$ cat config.mk
export PLATFORM = sky130hd
export DESIGN_NAME = pc_generator_flat
export DESIGN_NICKNAME = d
export VERILOG_FILES = /design/src/rtl/pc_generator_if.sv /design/src/rtl/pc_generator.sv /design/src/flat_wrapper.sv
export SDC_FILE = /design/constraint.sdc
export NUM_CORES = 1
export LEC_CHECK = 0
export CORE_MARGIN = 2
export CORE_UTILIZATION = 41
export CTS_CLUSTER_DIAMETER = 60
export DETAILED_ROUTE_END_ITERATION = 8
export GPL_TIMING_DRIVEN = 0
export PLACE_DENSITY = 0.86
export SLEW_MARGIN = 20
export SYNTH_ARGS = -nofsm -noshare
export SYNTH_HDL_FRONTEND = slang
export SYNTH_SLANG_ARGS = --single-unit
$ cat constraint.sdc
create_clock -name clk -period 3.5 [get_ports clk]
set_clock_uncertainty 0.05 [all_clocks]
set_input_delay 1.05 -clock clk [delete_from_list [all_inputs] [get_ports clk]]
set_output_delay 1.05 -clock clk [all_outputs]
set_load 0.01 [all_outputs]
$ cat src/rtl/pc_generator_if.sv
// Fetch-group bus between the PC stage, the branch predictor and the I-cache.
// The PC stage takes the master side; consumers/controllers take the slave side.
interface pc_generator_if;
  logic        stall_i;
  logic        flush_i;
  logic [31:0] flush_target_i;
  logic        taken_or_not_1_i;
  logic        taken_or_not_2_i;
  logic [31:0] branch_target_1_i;
  logic [31:0] branch_target_2_i;
  logic [31:0] pc_1_o;
  logic [31:0] pc_2_o;
  logic        inst_en_1_o;
  logic        inst_en_2_o;
  logic        valid_o;
  logic        adef_o;

  modport master (
    input  stall_i, flush_i, flush_target_i,
    input  taken_or_not_1_i, taken_or_not_2_i, branch_target_1_i, branch_target_2_i,
    output pc_1_o, pc_2_o, inst_en_1_o, inst_en_2_o, valid_o, adef_o
  );

  modport slave (
    output stall_i, flush_i, flush_target_i,
    output taken_or_not_1_i, taken_or_not_2_i, branch_target_1_i, branch_target_2_i,
    input  pc_1_o, pc_2_o, inst_en_1_o, inst_en_2_o, valid_o, adef_o
  );
endinterface

$ cat src/rtl/pc_generator.sv
// Front-end PC stage: selects the next dual-issue fetch group from flush, stall,
// BPU prediction or sequential advance. Outputs depend only on registered state.
module pc_generator #(
  parameter logic [31:0] RESET_PC    = 32'h1c000000,
  parameter int unsigned FETCH_BYTES = 8
) (
  input  logic           clk,
  input  logic           rst_n,
  pc_generator_if.master bus
);

  localparam logic [31:0] LINE_STEP = 32'(FETCH_BYTES);
  localparam logic [31:0] HALF_STEP = 32'(FETCH_BYTES / 2);

  logic [31:0] pc_q;
  logic        valid_q;
  logic        adef_q;
  logic        inst_en_1;
  logic        inst_en_2;

  always_comb begin
    inst_en_1 = valid_q & ~adef_q;
    inst_en_2 = inst_en_1 & ~pc_q[2];
  end

  always_comb begin
    bus.pc_1_o      = pc_q;
    bus.pc_2_o      = pc_q + 32'd4;
    bus.inst_en_1_o = inst_en_1;
    bus.inst_en_2_o = inst_en_2;
    bus.valid_o     = valid_q;
    bus.adef_o      = adef_q;
  end

  // The first edge after reset release only raises valid (unless a flush arrives),
  // so the group at RESET_PC is presented before any advance.
  always_ff @(posedge clk) begin
    if (!rst_n) begin
      pc_q    <= RESET_PC;
      valid_q <= 1'b0;
      adef_q  <= 1'b0;
    end else if (!valid_q) begin
      valid_q <= 1'b1;
      if (bus.flush_i) begin
        pc_q   <= bus.flush_target_i;
        adef_q <= (bus.flush_target_i[1:0] != 2'b00);
      end
    end else if (bus.flush_i) begin
      pc_q   <= bus.flush_target_i;
      adef_q <= (bus.flush_target_i[1:0] != 2'b00);
    end else if (adef_q || bus.stall_i) begin
      pc_q <= pc_q;
    end else if (bus.taken_or_not_1_i && inst_en_1) begin
      pc_q <= {bus.branch_target_1_i[31:2], 2'b00};
    end else if (bus.taken_or_not_2_i && inst_en_2) begin
      pc_q <= {bus.branch_target_2_i[31:2], 2'b00};
    end else begin
      pc_q <= pc_q + (pc_q[2] ? HALF_STEP : LINE_STEP);
    end
  end

endmodule

$ cat src/flat_wrapper.sv
// flat-port wrapper written by rule: the top's interface ports become plain ports
module pc_generator_flat 
#(
  parameter logic [31:0] RESET_PC    = 32'h1c000000,
  parameter int unsigned FETCH_BYTES = 8
)
  (clk, rst_n, bus_stall_i, bus_flush_i, bus_flush_target_i, bus_taken_or_not_1_i, bus_taken_or_not_2_i, bus_branch_target_1_i, bus_branch_target_2_i, bus_pc_1_o, bus_pc_2_o, bus_inst_en_1_o, bus_inst_en_2_o, bus_valid_o, bus_adef_o);
  pc_generator_if bus_i ();
  input  logic clk;
  input  logic rst_n;
  input wire logic [$bits(bus_i.stall_i)-1:0] bus_stall_i;
  input wire logic [$bits(bus_i.flush_i)-1:0] bus_flush_i;
  input wire logic [$bits(bus_i.flush_target_i)-1:0] bus_flush_target_i;
  input wire logic [$bits(bus_i.taken_or_not_1_i)-1:0] bus_taken_or_not_1_i;
  input wire logic [$bits(bus_i.taken_or_not_2_i)-1:0] bus_taken_or_not_2_i;
  input wire logic [$bits(bus_i.branch_target_1_i)-1:0] bus_branch_target_1_i;
  input wire logic [$bits(bus_i.branch_target_2_i)-1:0] bus_branch_target_2_i;
  output wire logic [$bits(bus_i.pc_1_o)-1:0] bus_pc_1_o;
  output wire logic [$bits(bus_i.pc_2_o)-1:0] bus_pc_2_o;
  output wire logic [$bits(bus_i.inst_en_1_o)-1:0] bus_inst_en_1_o;
  output wire logic [$bits(bus_i.inst_en_2_o)-1:0] bus_inst_en_2_o;
  output wire logic [$bits(bus_i.valid_o)-1:0] bus_valid_o;
  output wire logic [$bits(bus_i.adef_o)-1:0] bus_adef_o;
  assign bus_i.stall_i = bus_stall_i;
  assign bus_i.flush_i = bus_flush_i;
  assign bus_i.flush_target_i = bus_flush_target_i;
  assign bus_i.taken_or_not_1_i = bus_taken_or_not_1_i;
  assign bus_i.taken_or_not_2_i = bus_taken_or_not_2_i;
  assign bus_i.branch_target_1_i = bus_branch_target_1_i;
  assign bus_i.branch_target_2_i = bus_branch_target_2_i;
  assign bus_pc_1_o = bus_i.pc_1_o;
  assign bus_pc_2_o = bus_i.pc_2_o;
  assign bus_inst_en_1_o = bus_i.inst_en_1_o;
  assign bus_inst_en_2_o = bus_i.inst_en_2_o;
  assign bus_valid_o = bus_i.valid_o;
  assign bus_adef_o = bus_i.adef_o;
  pc_generator #(.RESET_PC(RESET_PC), .FETCH_BYTES(FETCH_BYTES)) u_core (.clk(clk), .rst_n(rst_n), .bus(bus_i));
endmodule
==> metrics.md <==
| Metric | Value |
|---|---|
| CTS root buffer | `clkbuf_8` |
| Data required, critical path | `2.40 ns` |
| H-tree Lvls | `2` |
| EDFF count, synth | `0` |
| Initial antenna violation count | `0` |
| Synth Cell Area | `0.00331 mm2` |
| P per Cell Area | `281 mW/mm2` |
| Syn Inst Count | `471` |
| Initial Util | `0.426` |
| Placed wire-length estimate | `12.3 mm` |
| Mapped Avg Cell Area | `7.02 um2` |
| Die footprint | `0.00880 mm2` |
| Reg clk slew, reported paths | `0.08 ns` |
| Inserted Diodes | `0` |
| Fin worst setup slack | `0.0811 ns` |
| Worst setup path end | `bus_pc_2_o[30]` |
| Unique cell type count in the Yosys netlist | `68` |
| Cts bufs inserted | `5` |
| IR drop worst, VDD | `about 0.20 mV` |
| Share of layout cells above drive strength 1 | `0.105` |
| Drt drc | `0` |
| Max clock buf depth | `2` |
| Setup_tns | `0 ns` |
| DR iter-0 viols | `424` |
| Slew @ Worst Pin | `roughly 0.95 ns` |
| Syn. warnings | `0` |
| Critical-path maximum fanout | `9` |
| Reg-to-reg endpoint | `u_core.bus.pc_1_o[15]` |
| Slowest CP cell | `clkdlybuf4s50_1` |
| Commonest non-fill, non-tap cells in the layout | `clkdlybuf4s50_1, nand2_1, nor2_1` |
| CTS tree | `done` |
| Routability congestion estimate | `0.971` |
| Worst Setup Start Kind | `flop` |
| Worst r2r src | `u_core.bus.pc_1_o[2]` |
| Comb pwr share | `0.412` |
| Commonest non-fill, non-tap cell in the layout | `clkdlybuf4s50_1` |
| Unrepaired setup endpoints after global routing | `yes` |
| WL/cell | `22.2 um` |
| Finished Cell Area | `around 0.0053 mm2` |
| Largest net degree at the start of global routing | `11` |
| Setup-failing EPs final | `0` |
| Setup crit end kind | `output port` |
| Router iterations before antenna repair | `8` |
| Sequential share of power | `0.326` |
| Clk Latency, worst-skew pair | `0.30 ns` |
| Switch share | `0.351` |
| Num rows | `32` |
| P_sw | `0.000526 W` |
| Min-delay worst type | `reg -> reg` |
| Final ANT Viol Nets | `0` |
| Global-route wire length before repair | `24.5 mm` |
| Post-layout nets | `745` |
| CP startpoint | `u_core.bus.pc_1_o[25]` |
| Placed Area | `0.00508 mm2` |
| R2R Setup Slk | `0.54 ns` |
| Io pins | `170` |
| Area growth syn-to-layout | `61.4%` |
| Post-synth ARST share | `0` |
| Final Slew Violations | `0` |
| Achievable Freq | `0.292 GHz` |
| Status | `completed` |
| Clock sinks | `34` |
| GRT overflow | `0` |
| Post-synthesis sequential area ratio | `0.206` |
| Static leakage | `between 1.5 and 2 nW` |
| Worst slack at placement | `-0.356 ns` |
| Reg2Reg Depth | `9` |
| Hold Vio Cnt, Final | `0` |
| #FFs+latches synth | `34` |
| Mapped Nets | `575` |
| Period utilization | `0.977` |
| Clock power frac | `0.262` |
| Die height | `93.8 um` |
| Number of port buffers | `about 170` |
| Worst EP arrival | `2.32 ns` |
| Number of global-route vias before repair | `approximately 4500` |
| Worst path max stage delay | `0.56 ns` |
| Main flop type after synthesis | `dfxtp_1` |
| Hold_ws | `between 0.4 and 0.5 ns` |
| Worst slew margin | `0.359` |
| GRT Total Usage | `0.364` |
| Max-cap violations | `0` |
| Crit path time final | `3.42 ns` |
| Crit path kind | `reg -> out` |
| CP Cell Sequence | `clkbuf_1, and4_1, nand2_1, nor3_2, xor2_1, clkdlybuf4s50_1` |
| Routed vias | `4672` |
| Pint | `between 0.0009 and 0.001 W` |
| Core ar. | `0.00777 mm2` |
| WL final | `approximately 16 mm` |
| Vias per cell | `6.29` |
| Die width | `93.8 um` |
[cells in the mapped netlist, types with 11 or more instances]
master	n	area share
nor3_1	17	0.026
xor2_1	26	0.069
nor2_1	43	0.049
clkbuf_1	35	0.040
dfxtp_1	34	0.21
nand2_1	52	0.059
o21ai_0	27	0.041
nand4_1	11	0.021
a21oi_1	20	0.030
xnor2_1	17	0.045
nand3_1	31	0.047
o211ai_1	12	0.027
[power by group through the flow]
stage,Combinational [W],Clock [W],Sequential [W]
finish,0.000616,0.000393,0.000488
global route,0.000649,0.000406,0.000494
CTS,0.000613,0.000390,0.000474
detailed placement,0.000618,0,0.000477
global placement,0.000611,0,0.000475
floorplan,0.000263,0,0.000480
[sequential cells by signal (all words and copies together), names as in the netlist]
register,flops
u_core.bus.pc_1_o,32
u_core.bus.adef_o,1
u_core.bus.valid_o,1
[how the worst min path moves through the flow]
stage                     slack [ns]            startpoint              endpoint  depth (start not counted)
after floorplan                 0.45  u_core.bus.pc_1_o[0]  u_core.bus.pc_1_o[0]                          2
after global routing            0.49  u_core.bus.pc_1_o[1]  u_core.bus.pc_1_o[1]                          2
after global placement          0.43  u_core.bus.pc_1_o[0]  u_core.bus.pc_1_o[0]                          2
final                           0.45  u_core.bus.pc_1_o[1]  u_core.bus.pc_1_o[1]                          2
after CTS                       0.46  u_core.bus.pc_1_o[1]  u_core.bus.pc_1_o[1]                          2
after detailed placement        0.44  u_core.bus.pc_1_o[1]  u_core.bus.pc_1_o[1]                          2
[critical path: cells and delay by family, from the launching register on]
kind / cells / cell delay, ns
XOR/XNOR: 1 / 0.16
flip-flops: 1 / 0.34
AND/OR/NAND/NOR: 3 / 0.60
buffers and inverters: 2 / 0.92
[area by class of cell]
| type | count | area (um2) |
|---|---|---|
| repair buffers | 168 | 1660 |
| inverters | 5 | 18.8 |
| well taps | 102 | 128 |
| plain buffers | 44 | 240 |
| clock inverters | 1 | 30.0 |
| fillers | 695 | 2430 |
| multi-input cells | 383 | 2480 |
| clock buffers | 6 | 82.6 |
| flip-flops and latches | 34 | 694 |
[kinds of logic (layout without fill, tap and decap cells)]
family | after synthesis | in the layout | share of synthesized area
DFF | 34 | 34 | 0.206
buffers and inverters | 54 | 224 | 0.0678
adders and majority gates | 2 | 2 | 0.00757
AOI/OAI and AO/OA | 127 | 127 | 0.270
muxes | 1 | 1 | 0.00303
xor gates and xnor gates | 43 | 43 | 0.114
and+or+nand+nor | 210 | 210 | 0.332
[metrics by stage]
step / power [W] / util / cells
after floorplan: 0.000743 / - / 471
after global placement: 0.00109 / 0.655 / 738
after detailed placement: 0.00109 / 0.655 / 738
after CTS: 0.00148 / 0.681 / 746
after global routing: 0.00155 / 0.687 / 743
final: 0.00150 / 0.687 / 743
[repair_timing]
action,CTS,global route
pin swaps,2,3
hold buffers,0,0
endpoints found under the setup margin,18,8
buffers inserted,2,1
resized for setup,46,27
[per-layer routing]
metal	share of wire	vias up	wire length, um	track usage
li1	-	2079	-	-
met5	0	-	0	0
met4	0.040	0	661	0.156
met1	0.40	2218	6630	0.475
met3	0.093	56	1530	0.0658
met2	0.46	319	7670	0.588
Note: power is estimated with default switching activity, not from simulation.
